File: config.mk
export PLATFORM = sky130hd
export DESIGN_NAME = uart_tx_fifo
export DESIGN_NICKNAME = d
export VERILOG_FILES = /design/src/rtl/uart_tx_fifo.sv
export SDC_FILE = /design/constraint.sdc
export NUM_CORES = 1
export LEC_CHECK = 0
export ABC_AREA = 1
export BUFFER_PORTS_ARGS = -buffer_cell sky130_fd_sc_hd__buf_2
export CAP_MARGIN = 20
export CORE_ASPECT_RATIO = 0.8
export CORE_MARGIN = 8
export CORE_UTILIZATION = 40
export CTS_CLUSTER_DIAMETER = 100
export DETAILED_ROUTE_END_ITERATION = 10
export PLACE_DENSITY = 0.65
export REMOVE_ABC_BUFFERS = 1
export SYNTH_ARGS = -nofsm -noshare
export SYNTH_HDL_FRONTEND = slang
export SYNTH_SLANG_ARGS = --single-unit
File: constraint.sdc
create_clock -name clk -period 2.9 [get_ports clk]
set_clock_uncertainty 0.2 [all_clocks]
set_input_delay 0.435 -clock clk [delete_from_list [all_inputs] [get_ports clk]]
set_output_delay 0.435 -clock clk [all_outputs]
set_load 0.02 [all_outputs]
File: src/rtl/uart_tx_fifo.sv
// UART 8N1 transmitter fed by a small byte FIFO.
// Back-to-back frames chain from the last stop-bit cycle straight into the next start bit.
module uart_tx_fifo #(
  parameter int CLKS_PER_BIT = 87,
  parameter int DEPTH_LOG2   = 2
) (
  input  logic                  clk,
  input  logic                  rst,
  input  logic                  ena,
  input  logic [7:0]            wr_data,
  input  logic                  wr_valid,
  output logic                  wr_ready,
  output logic                  tx,
  output logic                  busy,
  output logic [DEPTH_LOG2:0]   fifo_count,
  output logic                  overflow
);
  localparam int DEPTH = 1 << DEPTH_LOG2;
  localparam int TW    = 12;
  localparam logic [TW-1:0]         T_LAST = TW'(CLKS_PER_BIT - 1);
  localparam logic [DEPTH_LOG2:0]   FULL_N = (DEPTH_LOG2+1)'(DEPTH);

  typedef enum logic [1:0] {IDLE, START, DATA, STOP} state_t;

  state_t                state, state_nxt;
  logic [7:0]            mem [DEPTH];
  logic [DEPTH_LOG2-1:0] wr_ptr, rd_ptr;
  logic [TW-1:0]         timer, timer_nxt;
  logic [2:0]            bit_idx, bit_idx_nxt;
  logic [7:0]            shreg, shreg_nxt;
  logic                  tx_nxt, push, pop, full, has_data, bit_end, can_start;

  assign full      = (fifo_count == FULL_N);
  assign has_data  = (fifo_count != '0);
  assign wr_ready  = ~full;
  assign push      = wr_valid & ~full;
  assign busy      = (state != IDLE) | has_data;
  assign bit_end   = (timer == T_LAST);
  assign can_start = ena & has_data;

  // FIFO storage carries no reset; only pointers and count define contents.
  always_ff @(posedge clk) begin
    if (!rst && push) mem[wr_ptr] <= wr_data;
  end

  always_ff @(posedge clk) begin
    if (rst) begin
      wr_ptr     <= '0;
      rd_ptr     <= '0;
      fifo_count <= '0;
      overflow   <= 1'b0;
    end else begin
      if (push) wr_ptr <= wr_ptr + 1'b1;
      if (pop)  rd_ptr <= rd_ptr + 1'b1;
      if (push && !pop)      fifo_count <= fifo_count + 1'b1;
      else if (pop && !push) fifo_count <= fifo_count - 1'b1;
      if (wr_valid && full)  overflow <= 1'b1;
    end
  end

  always_ff @(posedge clk) begin
    if (rst) begin
      state   <= IDLE;
      timer   <= '0;
      bit_idx <= '0;
      shreg   <= '0;
      tx      <= 1'b1;
    end else begin
      state   <= state_nxt;
      timer   <= timer_nxt;
      bit_idx <= bit_idx_nxt;
      shreg   <= shreg_nxt;
      tx      <= tx_nxt;
    end
  end

  always_comb begin
    state_nxt   = state;
    timer_nxt   = timer + 1'b1;
    bit_idx_nxt = bit_idx;
    shreg_nxt   = shreg;
    tx_nxt      = tx;
    pop         = 1'b0;
    case (state)
      IDLE: begin
        timer_nxt = '0;
        if (can_start) begin
          pop       = 1'b1;
          state_nxt = START;
          shreg_nxt = mem[rd_ptr];
          tx_nxt    = 1'b0;
        end
      end
      START: if (bit_end) begin
        state_nxt   = DATA;
        timer_nxt   = '0;
        bit_idx_nxt = '0;
        tx_nxt      = shreg[0];
      end
      DATA: if (bit_end) begin
        timer_nxt = '0;
        if (bit_idx == 3'd7) begin
          state_nxt = STOP;
          tx_nxt    = 1'b1;
        end else begin
          bit_idx_nxt = bit_idx + 1'b1;
          shreg_nxt   = {1'b0, shreg[7:1]};
          tx_nxt      = shreg[1];
        end
      end
      STOP: if (bit_end) begin
        timer_nxt = '0;
        // Chain directly into the next start bit so frames have no idle gap.
        if (can_start) begin
          pop       = 1'b1;
          state_nxt = START;
          shreg_nxt = mem[rd_ptr];
          tx_nxt    = 1'b0;
        end else begin
          state_nxt = IDLE;
        end
      end
      default: state_nxt = IDLE;
    endcase
  end
endmodule

==> summary.txt, run 1 <==
Status
  – Status: finished, final reports clean

Clocking
  – TritonCTS clock tree: built
  – Number of CTS-inserted buffers: 9
  – Cts hold-fix bufs: 0
  – Worst-Skew Late Latency: roughly 350 ps
  – Clk sinks: 68
  – # resized after CTS: 0
  – Clk root buf: clkbuf_8
  – Clock slew at reported path FFs: about 70 ps
  – Post-CTS Setup Bufs: 0
  – H-tree Lvls: 3
  – CTS Buffer Depth: 2

Global routing
  – Overflow after GRT: 0
  – Initial antenna violation count: 0
  – First-pass GRT wire length: 10800 um
  – Gr usage total: between 10 and 15%
  – Vias in the first global route: 2361
  – Largest net degree at the start of global routing: 22

Layout
  – Antenna Cells: 0
  – NumNets Final: approximately 450
  – Synth-to-layout area growth: 12.5%
  – Layout cell share with drive strength beyond 1: 12.4%

Yosys
  – Post-Syn Area: about 0.0033 sq mm
  – Register area share after synthesis: around half
  – Synth top area cells: edfxtp_1 (29%), dfxtp_1 (22%), nand2_1 (11%)
  – Top-area cell type share of the netlist area: approximately 29%
  – Distinct cells, synth: 32
  – Yosys top cell by area: edfxtp_1
  – Cells after Synth: slightly below 400
  – Average size of a mapped cell: around 8.4 sq um
  – Flops & latches, synth: just under 70
  – Yosys warnings: 0

STA
  – TNS Setup: 0 ps
  – Tmin final: approximately 2500 ps
  – Least-Margin Pin Slew: between 500 and 600 ps
  – Rel. slew slack: 66.3%
  – Period utilization: 86.1%
  – Final setup viols: 0
  – Max Fclk: 400 MHz
  – Endpoints failing hold: 0
  – Final Max Tran Viols: 0
  – RSZ-0062 raised after global routing: no
  – Hold_ws: 83.9 ps

Worst setup path
  – Worst Setup Start Kind: flop
  – Worst path arrival time: around 2500 ps
  – Cells along the critical path: nor2_1, nand2_1, nand3_1, o21ai_4, nand2_1, ha_1, inv_1, fa_1, a21oi_1, o21ai_0, o21ai_0, a21oi_1
  – Worst endpoint required time: 2930 ps
  – CP max stage cell: fa_1
  – Max FO, Critical Path: 5
  – Crit-path max cell delay: between 300 and 400 ps
  – Crit end category: flop
  – WS Path Type: flop to flop

Power
  – Sequential share of power: ~38%
  – Pleak: roughly 0.0016 uW
  – Power density over the cells: 898 mW/mm^2
  – Psw: 1320 uW
  – Max VDD drop: roughly 0.65 mV
  – Final total power: 3350 uW
  – Switching fraction of total power: 39.3%
  – Gate power share: slightly below 40%
  – Clock share of power: 22.5%
  – Int Pwr: 2030 uW

Floorplanning
  – Die ar.: ~0.011 sq mm
  – Die height: between 90 and 100 um
  – CORE AREA: between 0.007 and 0.008 sq mm
  – Top-Level Pins: 19
  – Die X: ~120 um
  – Initial Util: between 40% and 50%
  – Row count: 29

Detailed routing
  – Routed length per placed instance: approximately 12 um
  – 1st-pass router iterations: 5
  – Sum of routed wire length over all layers: around 6200 um
  – DRT antenna net count: 0
  – Vias post-DR: about 2500
  – Drt drc: 0
  – DR iter-0 viols: between 100 and 150
  – Via-to-Cell Ratio: ~4.7

Placed design
  – Post-DP HPWL: ~4300 um
  – Placer congestion estimate: between 0.7 and 0.8
  – Port bufs: 18

Min path
  – Hold WC Path Type: input pin to flop

Run
  – Max Cap Violations: 0
## area by class of cell
cell class / instances / area [sq um]
well taps: 108 / 135
clock inverters: 7 / 66.3
repair buffers: 26 / 150
fillers: 779 / 4250
flip-flops and latches: 68 / 1680
multi-input cells: 256 / 1340
inverters: 63 / 236
clock buffers: 9 / 124
## Yosys cell counts, drive strengths merged
master and instances:
dfxtp 36, ha 14, a21oi 19, buf 7, o21a 1, nand3 39, o211ai 1, fa 1
nand4 2, edfxtp 32, a21boi 7, nor3 4, clkbuf 2, nor3b 1, a31oi 1, xnor2 1
inv 63, nand2 96, nor2 51, o21bai 4, o21ai 14
## stage by stage
step	instances	setup WS (ps)	area, sq um	util (%)
after global placement	521	512	3540	44.3
after floorplan	387	572	3250	-
after detailed placement	521	451	3540	44.3
after global routing	537	142	3730	46.7
final	537	403	3730	46.7
after CTS	537	433	3730	46.7
## registers in the layout, summed over array words and instances, names as in the netlist, named ones only
signal / flops
rd_ptr: 2
tx: 1
wr_ptr: 2
timer: 12
mem: 32
bit_idx: 3
shreg: 8
overflow: 1
fifo_count: 3
state: 2
## layout by cell type, fill, tap and decap left out, types with 2 or more instances in the layout
cell and instances:
a21boi_0 7, a21oi_1 18, buf_2 18, buf_4 8, clkbuf_8 9, clkinv_1 2, clkinvlp_4 2, dfxtp_1 36
edfxtp_1 32, ha_1 14, inv_1 62, nand2_1 93, nand2_2 3, nand3_1 38, nand4_1 2, nor2_1 48
nor2_2 2, nor3_1 4, o21ai_0 11, o21ai_2 2, o21bai_1 3
## cells by family after synthesis
| kind of cell | count (synthesis) | synth area share, % |
|---|---|---|
| XOR/XNOR | 1 | 0.264 |
| adder cells (fa/ha/maj) | 15 | 5.89 |
| flip-flops | 68 | 50.8 |
| buffers and inverters | 72 | 8.95 |
| AO/OA/AOI/OAI | 47 | 9.14 |
| AND/OR/NAND/NOR | 193 | 25.0 |
## final timing paths
| kind | start | endpoint | cells after the start | slack [ps] |
|---|---|---|---|---|
| max | fifo_count[0] | fifo_count[2] | 12 | 400 |
| min | rst | overflow | 2 | 80 |
| max reg2reg | fifo_count[0] | fifo_count[2] | 12 | 400 |
| min reg2reg | overflow | overflow | 2 | 250 |
## power by group through the flow
stage / registers (uW) / logic, uW / clock network [uW]
after floorplan: 1310 / 961 / 0
after global placement: 1280 / 1300 / 0
after detailed placement: 1280 / 1330 / 0
after CTS: 1260 / 1340 / 772
after global routing: 1290 / 1550 / 808
final: 1260 / 1330 / 754
## worst max-delay path, delay by kind of cell, from the launching register on
kind / cells / cell delay (ps)
DFF: 1 / 360
and+or+nand+nor: 4 / 670
adders and majority gates: 2 / 530
AOI/OAI and AO/OA: 5 / 550
buffers and inverters: 1 / 70
## per-layer routing
metal | GRT usage (%) | up-vias | share of wire, %
met5 | 0 | - | 0
met2 | 17.1 | 42 | 43
met3 | 3.89 | 9 | 4.1
met1 | 15.1 | 1134 | 51
li1 | - | 1324 | -
met4 | 4.13 | 0 | 1.5
No activity file was read; power rests on OpenSTA's default activity.
==> run 2, diff against run 1 <==
--- a/config.mk
+++ b/config.mk
@@ -5,7 +5,6 @@
 export SDC_FILE = /design/constraint.sdc
 export NUM_CORES = 1
 export LEC_CHECK = 0
-export ABC_AREA = 1
 export BUFFER_PORTS_ARGS = -buffer_cell sky130_fd_sc_hd__buf_2
 export CAP_MARGIN = 20
 export CORE_ASPECT_RATIO = 0.8
==> run 2 against run 1 <==
Net effect:
- fmax decreased by 9.7%
- sequential share of layout area increased by 2.5 points
- critical path depth shrank 1
- via count is 19% lower
- final cell count down 24%
- flip-flop and latch count unchanged
- critical path type unchanged
- largest power group is now registers
- highest routed layer unchanged
==> summary.txt, run 2 <==
Layout
  – Most common cell after layout, fill and taps aside: dfxtp_1
  – Fill cell count: 680 (-13%)
  – Post-Route Utilization: 47.4% (+0.64 points)
  – Synth-to-layout area growth: 13.6%
  – Max reg flops: 32 (unchanged)
  – Final Cell Area: 0.00353 sq mm (-5.2%)
  – Layout cell share with drive strength beyond 1: 19.1% (+6.8 points)
  – Final std cells w/o fill: 408 (-24%)
  – Reg with most FFs: mem
  – Top Registers: mem x32, timer x12, shreg x8
  – Most frequent cells in the layout: dfxtp_1 (36), edfxtp_1 (32), nand2_1 (28)
  – Antenna Cells: 0 (unchanged)
  – NumNets Final: 325 (-28%)

Yosys
  – Post-synth top flop: dfxtp_1
  – Distinct cells, synth: 42 (+31%)
  – Yosys warnings: 0 (unchanged)
  – Post-synthesis xor/xnor area fraction: 3.66% (+3.4 points)
  – Flops & latches, synth: 68 (unchanged)
  – Mux contribution to synthesized area: 9.61% (+9.6 points)
  – Post-Synth Simple-Gate Area: 17.2% (-7.8 points)
  – Adder-Cell Fraction of Synth Area: 6.27% (+0.38 points)
  – Number of synthesized flops with an enable pin: 32 (unchanged)
  – Count leader, synth: dfxtp_1
  – Asr flop ratio synth: 0% (unchanged)
  – Top cells by count, synth: dfxtp_1 (36), edfxtp_1 (32), nand2_1 (28), nor2_1 (26), a21oi_1 (17)
  – Yosys top cell by area: edfxtp_1
  – Post-Syn Area: 0.00311 sq mm (-6.1%)
  – Average size of a mapped cell: 11.4 sq um (+36%)
  – Largest family of logic cells by synthesized area: simple AND/OR/NAND/NOR gates
  – Synth top area cells: edfxtp_1 (31%), dfxtp_1 (23%), mux4_2 (5.8%)
  – Compound-gate portion of the synthesized area: 6.55% (-2.6 points)
  – Register area share after synthesis: 54.0% (+3.3 points)
  – Top-area cell type share of the netlist area: 30.9% (+1.9 points)
  – Cells after Synth: 274 (-31%)

Detailed routing
  – Drt drc: 0 (unchanged)
  – Via-to-Cell Ratio: 4.99 (+6.9%)
  – DRT antenna net count: 0 (unchanged)
  – Vias post-DR: 2037 (-19%)
  – DR iter-0 viols: 69 (-49%)
  – Sum of routed wire length over all layers: 5730 um (-7.6%)
  – Routed length per placed instance: 14.0 um (+22%)
  – 1st-pass router iterations: 4 (-1)

Placed design
  – Dpl cell area: 0.00333 sq mm (-6.0%)
  – Cell total after placement: 392 (-25%)
  – Pre-CTS setup slack: 110 ps (-342 ps)
  – Placer congestion estimate: 0.780 (+9.7%)
  – Port bufs: 18 (unchanged)
  – Post-DP HPWL: 3960 um (-7.7%)

Status
  – Status: finished, final reports clean

Worst setup path
  – Worst endpoint required time: 2970 ps (+40 ps)
  – Crit end category: flop
  – Crit path launch: timer[0]
  – Cells along the critical path: inv_1, ha_1, and4b_1, a41oi_2, nand2b_1, ha_1, inv_1, fa_1, xor2_1, or3_1, a21oi_1
  – CP max stage cell: dfxtp_1
  – Worst path arrival time: 2830 ps (+300 ps)
  – WS Path Type: flop to flop
  – Crit-path max cell delay: 400 ps (+20 ps)
  – Max FO, Critical Path: 5 (unchanged)
  – Cells on worst reg2reg path: 11 (-1)
  – Worst Setup Start Kind: flop
  – FF-to-FF Start: timer[0]

Power
  – Psw: 936 uW (-29%)
  – Int Pwr: 1910 uW (-6.2%)
  – Gate power share: 29.2% (-11 points)
  – Max VDD drop: 0.484 mV (-26%)
  – Switching fraction of total power: 32.9% (-6.4 points)
  – Sequential share of power: 43.5% (+5.7 points)
  – Clock share of power: 27.2% (+4.7 points)
  – Power density over the cells: 805 mW/mm^2 (-10%)
  – Pleak: 0.00127 uW (-23%)

Floorplanning
  – Die height: 94.9 um (-2.6%)
  – CORE AREA: 0.00746 sq mm (-6.5%)
  – Top-Level Pins: 19 (unchanged)
  – Initial Util: 41.7% (+0.20 points)
  – Die ar.: 0.0109 sq mm (-5.2%)
  – Die X: 115 um (-2.7%)
  – Row count: 28 (-3.4%)

Global routing
  – Largest net degree at the start of global routing: 36 (+64%)
  – Vias in the first global route: 1973 (-16%)
  – Initial antenna violation count: 0 (unchanged)
  – First-pass GRT wire length: 9420 um (-13%)
  – Overflow after GRT: 0 (unchanged)
  – Gr usage total: 11.1% (-0.37 points)

Clocking
  – Clk sinks: 68 (unchanged)
  – CTS Buffer Depth: 2 (unchanged)
  – TritonCTS clock tree: built
  – Post-CTS Setup Bufs: 0 (unchanged)
  – Cts hold-fix bufs: 0 (unchanged)
  – Worst-Skew Late Latency: 340 ps (about the same)
  – H-tree Lvls: 3 (unchanged)
  – Clk root buf: clkbuf_8
  – Number of CTS-inserted buffers: 9 (unchanged)
  – Clock slew at reported path FFs: 80 ps (about the same)

STA
  – Tmin final: 2770 ps (+268 ps)
  – Rel. slew slack: 59.0% (-7.3 points)
  – Final Max Tran Viols: 0 (unchanged)
  – Endpoints failing hold: 0 (unchanged)
  – RSZ-0062 raised after global routing: no
  – Final setup viols: 0 (unchanged)
  – Setup slack after layout: 135 ps (-268 ps)
  – Period utilization: 95.4% (+9.3 points)
  – Max Fclk: 362 MHz (-9.7%)
  – TNS Setup: 0 ps (unchanged)
  – Least-Margin Pin Slew: 615 ps (+110 ps)

Run
  – Max Cap Violations: 0 (unchanged)

Min path
  – Worst hold path startpoint: wr_data[3]
  – Min-Delay Path Depth: 1 (-1)
  – Hold WC Path Type: input pin to flop
[run 2: changes by cell type in the layout (fill, tap and decap cells not counted), sizes merged, moves of 5 or more]
cell / before / now
nand2b: 0 / 6
nor2: 51 / 26
nand3: 39 / 7
inv: 64 / 12
o21ai: 14 / 6
xnor2: 1 / 9
mux4: 0 / 8
a21boi: 7 / 0
nand2: 96 / 28
nor4: 0 / 5
nor2b: 0 / 7
mux2: 0 / 7
and2: 0 / 5
[run 2: critical path: cells and delay by family (launching register included)]
family                     cells  cell delay, ps
AOI/OAI and AO/OA              2             380
xor gates and xnor gates       1             180
adders and majority gates      3             740
buffers and inverters          2             120
DFF                            1             400
and+or+nand+nor                3             680
[run 2: repair_timing]
action | in CTS | in global routing
endpoints found under the hold margin | 0 | 0
setup endpoints to repair | 0 | 1
resized for setup | 0 | 1
[run 2: final timing paths]
kind / slack [ps] / endpoint
worst max-delay path: 130 / fifo_count[2]
worst min-delay path: 100 / mem[0][3]
worst max register to register: 130 / fifo_count[2]
worst min register to register: 270 / overflow
[run 2: logic make-up (layout without fill, tap and decap cells)]
group / Yosys count / in the layout
multiplexers: 19 / 19
AO/OA/AOI/OAI: 34 / 34
flip-flops: 68 / 68
AND/OR/NAND/NOR: 104 / 104
adder cells (fa/ha/maj): 15 / 15
XOR/XNOR: 13 / 13
buffers and inverters: 21 / 50
[run 2: layer usage]
layer  vias to the layer above  share of wire [%]  global-route usage (%)
met3                         4                4.2                    2.74
li1                       1030                  -                       -
met5                         -                  0                       0
met4                         0                1.0                    6.30
met2                        34                 43                    16.4
met1                       969                 51                    14.7
[run 2: stage by stage]
| stage | hold WS [ps] | power [uW] |
|---|---|---|
| floorplan | 241 | 1830 |
| global placement | 245 | 2070 |
| detailed placement | 261 | 2080 |
| CTS | 94.0 | 2860 |
| global route | 100 | 3000 |
| finish | 102 | 2840 |
[run 2: power by group through the flow]
stage / clock network [uW] / logic, uW / registers, uW
after global placement: 0 / 811 / 1260
after detailed placement: 0 / 818 / 1260
after global routing: 827 / 917 / 1260
after CTS: 792 / 825 / 1240
after floorplan: 0 / 572 / 1260
final: 774 / 831 / 1240
[run 2: area by class of cell]
class	count	area (sq um)	share of cell area [%]
Sequential cell	68	1680	47.6
Clock buffer	9	124	3.51
Multi-Input combinational cell	185	1360	38.4
Inverter	12	45.0	1.27
Tap cell	105	131	3.72
Timing Repair Buffer	22	120	3.40
Clock inverter	7	75.1	2.12
